===== config.mk =====
export PLATFORM = sky130hd
export DESIGN_NAME = router_out_reader
export DESIGN_NICKNAME = d
export VERILOG_FILES = /design/src/rtl/router_pkg.sv /design/src/rtl/router_skid_buf.sv /design/src/rtl/router_out_reader.sv
export SDC_FILE = /design/constraint.sdc
export NUM_CORES = 1
export LEC_CHECK = 0
export CAP_MARGIN = 20
export CORE_MARGIN = 2
export CORE_UTILIZATION = 24
export CTS_BUF_LIST = sky130_fd_sc_hd__clkbuf_8
export DETAILED_ROUTE_END_ITERATION = 6
export SETUP_SLACK_MARGIN = 0.15
export SYNTH_ARGS = -nofsm -noshare
export SYNTH_HDL_FRONTEND = slang
export SYNTH_SLANG_ARGS = --single-unit

===== constraint.sdc =====
create_clock -name clk -period 2.6 [get_ports clk]
set_input_delay 0.52 -clock clk [delete_from_list [all_inputs] [get_ports clk]]
set_output_delay 0.52 -clock clk [all_outputs]
set_load 0.03 [all_outputs]

===== src/rtl/router_pkg.sv =====
// Shared router definitions: reader FSM states and the header byte field layout
// (addr in the low bits, payload length above it).
package router_pkg;

    typedef enum logic [1:0] {
        IDLE = 2'd0,
        HDR  = 2'd1,
        PLD  = 2'd2,
        PAR  = 2'd3
    } rd_state_e;

    localparam int ADDR_LSB = 0;
    localparam int ADDR_W   = 2;
    localparam int LEN_LSB  = 2;
    localparam int LEN_W    = 6;

    function automatic logic [LEN_W-1:0] hdr_len(input logic [7:0] hdr);
        return hdr[LEN_LSB +: LEN_W];
    endfunction

endpackage


===== src/rtl/router_skid_buf.sv =====
// Two-entry output buffer between the packet parser and the downstream byte
// stream; the head entry stays put while the consumer stalls.
module router_skid_buf (
    input  logic       clk_i,
    input  logic       rst_ni,
    input  logic       flush_i,
    input  logic       push_i,
    input  logic [7:0] data_i,
    input  logic       last_i,
    output logic       valid_o,
    output logic [7:0] data_o,
    output logic       last_o,
    input  logic       ready_i,
    output logic [1:0] count_o
);

    logic [1:0][7:0] data_q;
    logic [1:0]      last_q;
    logic            rd_q;
    logic            wr_q;
    logic [1:0]      cnt_q;
    logic            pop;

    assign valid_o = (cnt_q != 2'd0);
    assign pop     = valid_o & ready_i;
    assign data_o  = data_q[rd_q];
    assign last_o  = last_q[rd_q];
    assign count_o = cnt_q;

    always_ff @(posedge clk_i or negedge rst_ni) begin
        if (!rst_ni) begin
            data_q <= '0;
            last_q <= '0;
            rd_q   <= 1'b0;
            wr_q   <= 1'b0;
            cnt_q  <= 2'd0;
        end else if (flush_i) begin
            rd_q  <= 1'b0;
            wr_q  <= 1'b0;
            cnt_q <= 2'd0;
        end else begin
            if (push_i) begin
                data_q[wr_q] <= data_i;
                last_q[wr_q] <= last_i;
                wr_q         <= ~wr_q;
            end
            if (pop) begin
                rd_q <= ~rd_q;
            end
            cnt_q <= cnt_q + {1'b0, push_i} - {1'b0, pop};
        end
    end

endmodule


===== src/rtl/router_out_reader.sv =====
// Output-port reader: drains the port FIFO, parses header/payload/parity packets
// and streams header+payload downstream. Parity checking is built with READER_PARITY_CHK_EN.
module router_out_reader
    import router_pkg::*;
#(
    parameter int CNT_W = 16
) (
    input  logic             clk,
    input  logic             resetn,
    input  logic             valid_out,
    input  logic             soft_reset,
    input  logic [7:0]       data_out,
    output logic             read_en,
    output logic [7:0]       m_data,
    output logic             m_valid,
    output logic             m_last,
    input  logic             m_ready,
    output logic             pkt_done,
    output logic             parity_err,
    output logic             pkt_abort,
    output logic [CNT_W-1:0] pkt_count,
    output logic [CNT_W-1:0] err_count
);

    rd_state_e        state_q, state_d;
    logic [LEN_W-1:0] rem_q, rem_d;
    logic             inflight_q;
    logic             pkt_done_q, pkt_abort_q;
    logic [CNT_W-1:0] pkt_count_q;
    logic             push, push_last, done_d, abort;
    logic [1:0]       buf_cnt;
    logic [2:0]       occ;

    function automatic logic [CNT_W-1:0] sat_inc(input logic [CNT_W-1:0] v);
        return (&v) ? v : v + CNT_W'(1);
    endfunction

    // Bytes the reader already owns: buffered (net of this cycle's transfer) plus the one in flight.
    assign occ     = {1'b0, buf_cnt} - {2'b0, m_valid & m_ready} + {2'b0, inflight_q};
    assign read_en = resetn & valid_out & ~soft_reset & (occ < 3'd2);
    assign abort   = soft_reset & (state_q != IDLE);

    always_comb begin
        state_d   = state_q;
        rem_d     = rem_q;
        push      = 1'b0;
        push_last = 1'b0;
        done_d    = 1'b0;
        if (abort) begin
            state_d = IDLE;
        end else begin
            case (state_q)
                IDLE: if (read_en) state_d = HDR;
                HDR: if (inflight_q) begin
                    push  = 1'b1;
                    rem_d = hdr_len(data_out);
                    if (hdr_len(data_out) == '0) begin
                        push_last = 1'b1;
                        state_d   = PAR;
                    end else begin
                        state_d = PLD;
                    end
                end
                PLD: if (inflight_q) begin
                    push  = 1'b1;
                    rem_d = rem_q - LEN_W'(1);
                    if (rem_q == LEN_W'(1)) begin
                        push_last = 1'b1;
                        state_d   = PAR;
                    end
                end
                PAR: if (inflight_q) begin
                    done_d  = 1'b1;
                    state_d = read_en ? HDR : IDLE;
                end
                default: state_d = IDLE;
            endcase
        end
    end

    always_ff @(posedge clk or negedge resetn) begin
        if (!resetn) begin
            state_q     <= IDLE;
            rem_q       <= '0;
            inflight_q  <= 1'b0;
            pkt_done_q  <= 1'b0;
            pkt_abort_q <= 1'b0;
            pkt_count_q <= '0;
        end else begin
            state_q     <= state_d;
            rem_q       <= rem_d;
            inflight_q  <= read_en;
            pkt_done_q  <= done_d;
            pkt_abort_q <= abort;
            if (done_d) begin
                pkt_count_q <= sat_inc(pkt_count_q);
            end
        end
    end

    assign pkt_done  = pkt_done_q;
    assign pkt_abort = pkt_abort_q;
    assign pkt_count = pkt_count_q;

`ifdef READER_PARITY_CHK_EN
    logic [7:0]       acc_q, acc_d;
    logic             parity_err_q;
    logic [CNT_W-1:0] err_count_q;
    logic             err_d;

    always_comb begin
        acc_d = acc_q;
        if (inflight_q && state_q == HDR) begin
            acc_d = data_out;
        end else if (inflight_q && state_q == PLD) begin
            acc_d = acc_q ^ data_out;
        end
    end

    assign err_d = done_d & (acc_q != data_out);

    always_ff @(posedge clk or negedge resetn) begin
        if (!resetn) begin
            acc_q        <= 8'h00;
            parity_err_q <= 1'b0;
            err_count_q  <= '0;
        end else begin
            acc_q        <= acc_d;
            parity_err_q <= err_d;
            if (err_d) begin
                err_count_q <= sat_inc(err_count_q);
            end
        end
    end

    assign parity_err = parity_err_q;
    assign err_count  = err_count_q;
`else
    assign parity_err = 1'b0;
    assign err_count  = '0;
`endif

    router_skid_buf u_skid (
        .clk_i   (clk),
        .rst_ni  (resetn),
        .flush_i (abort),
        .push_i  (push),
        .data_i  (data_out),
        .last_i  (push_last),
        .valid_o (m_valid),
        .data_o  (m_data),
        .last_o  (m_last),
        .ready_i (m_ready),
        .count_o (buf_cnt)
    );

endmodule


---- After elaboration in Yosys (flattened, before gate mapping) ----
Index checks and enable logic that the tools add are counted.
storage, ports and cells
  input bits .............................. 13
  latch bits .............................. 0
  memory bits (read-only) ................. 0
  memories kept ........................... 0
  bits in writable memories ............... 0
  register bits ........................... 49
  output and inout port bits .............. 46
operators by class
  multipliers ............................. 0
  magnitude comparators ................... 4
  divide/modulo/power cells ............... 0
  reduce and logical (&&, ||, !) cells .... 14
  equal/unequal tests ..................... 11
  shift operators ......................... 0
  mux-type cells .......................... 38
  add/sub/neg operators ................... 6
  bitwise logic cells ..................... 10
operators with widths
  cell                   number
  $mux 8                 3
  $mux 1                 19
  $add 16x1->16 const B  1
  $bwmux 16              1
  $reduce_and 16->1      1
  $ne 3x3->1 const B     5
  $mux 2                 7
  $mux 6                 2
  $pmux 6 s2             1
  $reduce_bool 2->1      5
  $demux 8 s1            1
  $pmux 2 s4             1
  $eq 6x1->1 const B     1
  $logic_not 6->1        1
  $sub 6x1->6 const B    1
  $and 1x1->1            5
  $not 1->1              5
  $reduce_and 5->1       1
  $eq 2x2->1 const B     2
  $lt 1x2->1 const B     2
  $ne 2x2->1 const B     2
  $reduce_and 2->1       2
  $reduce_and 4->1       1
  $add 3x1->3            1
  12 further kinds       12

---- Logic depth before layout (Yosys ltp) ----
  depth in word-level cells ............... 10
  mapped depth ............................ 12

---- Cells and area by module ----
From an unflattened synthesis, not the netlist that was laid out.
second synthesis, totals
  cell total of the unflattened synthesis .. 235
  area, all modules ....................... 2,653.8 µm²
by module, submodules not included
  module             cells each  area an instance (µm²)  instances  sequential area each (µm²)
  router_out_reader  168         1,637.8                 1          675.6
  router_skid_buf    67          1,016.0                 1          550.5

---- Worst setup path before layout ----
OpenSTA, ideal clock, no wires.
  path type ............................... register to output
  start point ............................. register u_skid.cnt_q[1] (netlist: u_skid.count_o[1])
  end point ............................... output port read_en
  arrival time ............................ 2.244 ns
  buffers on the path ..................... 0
  cell stages (with the launch flop) ...... 11
  setup slack ............................. -0.164 ns
  cells stage by stage .................... dfrtp_1 > inv_1 > nand2_1 > and2_1 > ha_1 > inv_1 > nand2_1 > fa_1 > nor2b_1 > nand4_1 > inv_1
on the way
  word-level cells in the longest chain between the ends .. 6
ends and longest elaborated chain
  item                    line                     RTL
  from (decl)             router_skid_buf.sv:21    logic [1:0] cnt_q;
  from (signal assigned)  router_skid_buf.sv:50    cnt_q <= cnt_q + {1'b0, push_i} - {1'b0, pop};
  $reduce_bool 2->1       router_skid_buf.sv:24    assign valid_o = (cnt_q != 2'd0);
  via m_valid             router_out_reader.sv:15  output logic m_valid,
  $and 1x1->1             router_out_reader.sv:39  assign occ = {1'b0, buf_cnt} - {2'b0, m_valid & m_ready} + {2'b0, inflight_q};
  $sub 2x1->3             router_out_reader.sv:39
  $add 3x1->3             router_out_reader.sv:39
  $lt 3x2->1              router_out_reader.sv:40  assign read_en = resetn & valid_out & ~soft_reset & (occ < 3'd2);
  $and 1x1->1             router_out_reader.sv:40
  to (decl)               router_out_reader.sv:13  output logic read_en,
The timed path passes the listed nets, and every way through them passes these cells.

---- Worst setup path after layout ----
  start point ............................. register u_skid.cnt_q[1] (netlist: u_skid.count_o[1])
  end point ............................... output port read_en
on the way
  word-level cells in the longest chain between the ends .. 6
ends and longest elaborated chain
  item               line
  $reduce_bool 2->1  router_skid_buf.sv:24
  $and 1x1->1        router_out_reader.sv:39
  $sub 2x1->3 *      router_out_reader.sv:39
  $add 3x1->3 *      router_out_reader.sv:39
  $lt 3x2->1 *       router_out_reader.sv:40
  $and 1x1->1 *      router_out_reader.sv:40
Every way passes the cells marked *; elsewhere a longest branch is shown, timed or not.

==> out/results.md <==
| Item | Reported |
|:---|:---|
| Max Freq | 355.4 MHz |
| Library cells used by synthesis | 41 |
| Number of H-tree branching levels | 2 |
| Vert. Die Dim | 108.0 um |
| Period utilisation layout | 108.2% |
| Die width | 108.0 um |
| Cell count after placement | 417 |
| P_leak | 1.546 nW |
| Register clock-pin slew on the reported worst setup and hold paths | 0.11 ns |
| Initial core utilization | 24.92% |
| Final cell count without fillers | 431 |
| Count of port buffers added during placement | 41 |
| Area of the die | 0.01167 mm^2 |
| Skew-Pair Late Insertion Delay | 0.31 ns |
| Number of pins exceeding their max-slew limit in the final report | 0 |
| GRT Residual Overflow | 0 |
| Total clock buffers created by CTS | 5 |
| CP required | 2.08 ns |
| Routed wire length | 5.316 mm |
| Crit path setup slack, layout | -0.2139 ns |
| Per-instance average area after synthesis | 11.00 um^2 |
| Root Driver | sky130_fd_sc_hd__clkbuf_8 |
| IR Drop Worst-Case VDD | 0.0003342 V |
| Initial antenna violation count | 0 |
| Via count of the routed design | 1,852 |
| RSZ-0062 raised after global routing | yes |
| CP Data Arrival Time | 2.29 ns |
| Minimum period implied by the final worst setup slack | 2.814 ns |
| Detail-routed net length per standard cell | 12.33 um |
| Number of synthesized register bits | 49 |
| Core area | 0.01042 mm^2 |
| Vias per cell | 4.297 |
| Count of hold-fix buffers inserted at cts | 0 |
| Layout overhead on the synthesized area | 28.63% |
| Class of the worst hold path | in2async |
| Failing checks | setup timing |
| First-pass GRT wire length | 8.921 mm |
| Yosys warnings | 0 |
| 1st-pass router iterations | 4 |
| Remaining antenna violation count after routing | 0 |
| Number of placed I/O pins | 59 |
| Pin count of the biggest net entering global routing | 50 |
| CP endpoint kind | output port |
| Highest fanout seen on the critical path | 2 |
| Number of failing hold endpoints at the final stage | 0 |
| Worst relative slew slack | 57.22% |
| Critical path launch point type | flop |
| Outcome | finished with violations |
| Total number of nets in the final design | 319 |
| Clock Path Buffers | 2 |
| Type of the worst setup path | reg2out |
| Number of global-route vias before repair | 1,834 |
| Proportion of synthesized flip-flops having asynchronous set or reset | 100.0% |
| Proportion of layout cells with a drive suffix above 1 | 24.75% |
| Transition time at the pin with the least slew margin | 0.6418 ns |
| Placement Setup Slack | -0.3587 ns |
| Count of inserted antenna diode cells | 0 |
| First DRT Iteration DRCs | 61 |
| Combined area of all synthesized cells | 0.002596 mm^2 |
| Final worst clock skew | 0.01437 ns |
| Sequential-to-total area share from yosys stat | 47.23% |
| Main synth FF type | sky130_fd_sc_hd__dfrtp_1 |
| Number of filler instances in the final layout | 1,078 |
| Number of failing setup endpoints in the final timing report | 1 |
| Post-route DRC | 0 |
| Post-synth EDFFs | 0 |
| Rows | 37 |
| Power per standard cell area | 837.3 mW/mm^2 |
| CTS tree | built |
| Half-perimeter wire length of the detailed placement result | 3.887 mm |
| Gate Count Post-Synth | 236 |
| Max-cap violations | 0 |
| Global-route total usage across every layer | 9.666% |
| Number of clock sinks seen by CTS | 49 |
| Final estimated routing congestion in global placement | 0.7255 |
[cell usage in the layout (no fill, tap or decap), types with 3 or more instances in the layout]
cell type                         Yosys  layout
sky130_fd_sc_hd__dfrtp_1             49      48
sky130_fd_sc_hd__clkdlybuf4s50_1      0      38
sky130_fd_sc_hd__mux2_2              29      29
sky130_fd_sc_hd__conb_1               1      17
sky130_fd_sc_hd__buf_4               17      16
sky130_fd_sc_hd__nand2_1             17      15
sky130_fd_sc_hd__nor2_1              13      13
sky130_fd_sc_hd__xnor2_1             11      11
sky130_fd_sc_hd__ha_1                11      10
sky130_fd_sc_hd__inv_1               11       8
sky130_fd_sc_hd__nand3_1              8       8
sky130_fd_sc_hd__a21oi_1              8       8
sky130_fd_sc_hd__xor2_1               7       7
sky130_fd_sc_hd__nand4_1              5       5
sky130_fd_sc_hd__clkbuf_8             0       5
sky130_fd_sc_hd__nor3_1               4       4
sky130_fd_sc_hd__o21ai_0              5       4
sky130_fd_sc_hd__o22ai_1              4       4
sky130_fd_sc_hd__inv_2                0       3
sky130_fd_sc_hd__nand2b_1             3       3
[final timing paths]
path | depth (start not counted) | from | end | slack [ns]
max in group asynchronous | 2 | resetn | u_skid.rd_q | 1.77
worst max-delay path | 11 | u_skid.count_o[1] | read_en | -0.21
min in group clk | 1 | pkt_count[13] | pkt_count[13] | 0.50
worst min-delay path | 2 | resetn | u_skid.data_q[0] | 0.35
worst max register to register | 12 | u_skid.count_o[1] | state_q[0] | 0.15
worst min register to register | 1 | pkt_count[13] | pkt_count[13] | 0.50
[layer usage]
layer  wire length (um)  track usage [%]  vias to the layer above
li1                   -                -                      897
met1               2592            13.11                      912
met2               2445            15.09                       37
met3                228            2.592                        6
met4                 49            2.930                        0
met5                  0                0                        -
[cell families after synthesis]
kind of cell               share of synthesized area (%)
and+or+nand+nor                                    13.93
DFF                                                47.23
buffers and inverters                              7.566
muxes                                              12.96
AOI/OAI and AO/OA                                  6.024
xor gates and xnor gates                           6.072
adders and majority gates                          6.072
other                                             0.1444
[critical path, cell delays in order (launching register included)]
cell and delay [ns]:
sky130_fd_sc_hd__dfrtp_1 0.40, sky130_fd_sc_hd__inv_2 0.08, sky130_fd_sc_hd__nand2_4 0.05, sky130_fd_sc_hd__and2_4 0.14, sky130_fd_sc_hd__ha_4 0.20, sky130_fd_sc_hd__inv_2 0.06, sky130_fd_sc_hd__nand2_2 0.05, sky130_fd_sc_hd__fa_1 0.46
sky130_fd_sc_hd__nor2b_1 0.12, sky130_fd_sc_hd__nand4_1 0.16, sky130_fd_sc_hd__inv_2 0.14, sky130_fd_sc_hd__buf_12 0.13
[cell usage after synthesis (2+ instances only)]
cell type / n / area [um^2]
sky130_fd_sc_hd__xor2_1: 7 / 61.31
sky130_fd_sc_hd__buf_4: 17 / 127.6
sky130_fd_sc_hd__a211oi_1: 2 / 15.01
sky130_fd_sc_hd__or3_4: 2 / 22.52
sky130_fd_sc_hd__nor3_1: 4 / 20.02
sky130_fd_sc_hd__and3_1: 2 / 12.51
sky130_fd_sc_hd__nor3b_1: 2 / 15.01
sky130_fd_sc_hd__nor2_2: 2 / 12.51
sky130_fd_sc_hd__and3_2: 2 / 15.01
sky130_fd_sc_hd__nand4_1: 5 / 31.28
sky130_fd_sc_hd__dfrtp_1: 49 / 1226
sky130_fd_sc_hd__and4_1: 2 / 17.52
sky130_fd_sc_hd__and2_1: 2 / 12.51
sky130_fd_sc_hd__clkbuf_1: 2 / 7.510
sky130_fd_sc_hd__inv_1: 11 / 41.29
sky130_fd_sc_hd__a21oi_1: 8 / 40.04
sky130_fd_sc_hd__o22ai_1: 4 / 25.02
sky130_fd_sc_hd__ha_1: 11 / 137.6
sky130_fd_sc_hd__nand3_1: 8 / 40.04
sky130_fd_sc_hd__mux2_2: 29 / 326.6
sky130_fd_sc_hd__o21ai_0: 5 / 25.02
sky130_fd_sc_hd__xnor2_1: 11 / 96.34
sky130_fd_sc_hd__nand2_1: 17 / 63.81
sky130_fd_sc_hd__nand2b_1: 3 / 18.77
sky130_fd_sc_hd__nor2_1: 13 / 48.80
[state kept, by name, indices dropped and copies added (netlist names)]
name / cells
inflight_q: 1
pkt_abort: 1
pkt_count: 16
pkt_done: 1
rem_q: 6
state_q: 2
u_skid.count_o: 2
u_skid.data_q: 16
u_skid.last_q: 2
u_skid.rd_q: 1
u_skid.wr_q: 1
[where the power goes]
part,switching [mW],internal (mW),leakage (nW),total [mW]
Combinational,0.613,0.614,0.834,1.23
Clock,0.293,0.202,0.0506,0.495
Sequential,0.140,0.935,0.662,1.07
[area by class of cell]
cell class	count	area (um^2)	area share (%)
multi-input combinational	170	1269	37.99
inverter	11	41.29	1.236
tap	136	170.2	5.096
clock inverter	3	28.78	0.8617
sequential	49	1227	36.76
clock buffer	5	68.82	2.061
timing repair buffer	57	534.3	16.00
[per-stage QoR]
step | hold WS, ns | TNS, ns | total power [mW] | util [%] | cell area (um^2)
after floorplan | 0.2244 | 0 | 1.889 | - | 2686
after global placement | 0.4817 | -0.8247 | 2.221 | 30.64 | 3192
after detailed placement | 0.4873 | -0.8913 | 2.246 | 30.64 | 3192
after CTS | 0.3846 | -0.2310 | 2.795 | 31.87 | 3319
after global routing | 0.4069 | -0.3440 | 3.000 | 32.06 | 3339
final | 0.3516 | -0.2139 | 2.796 | 32.06 | 3339
[what timing repair did]
action,in CTS,in global routing
setup buffers,4,2
setup endpoints to repair,12,3
pin swaps,2,2
gates resized for setup,2,2
No activity file was read; power rests on OpenSTA's default activity.
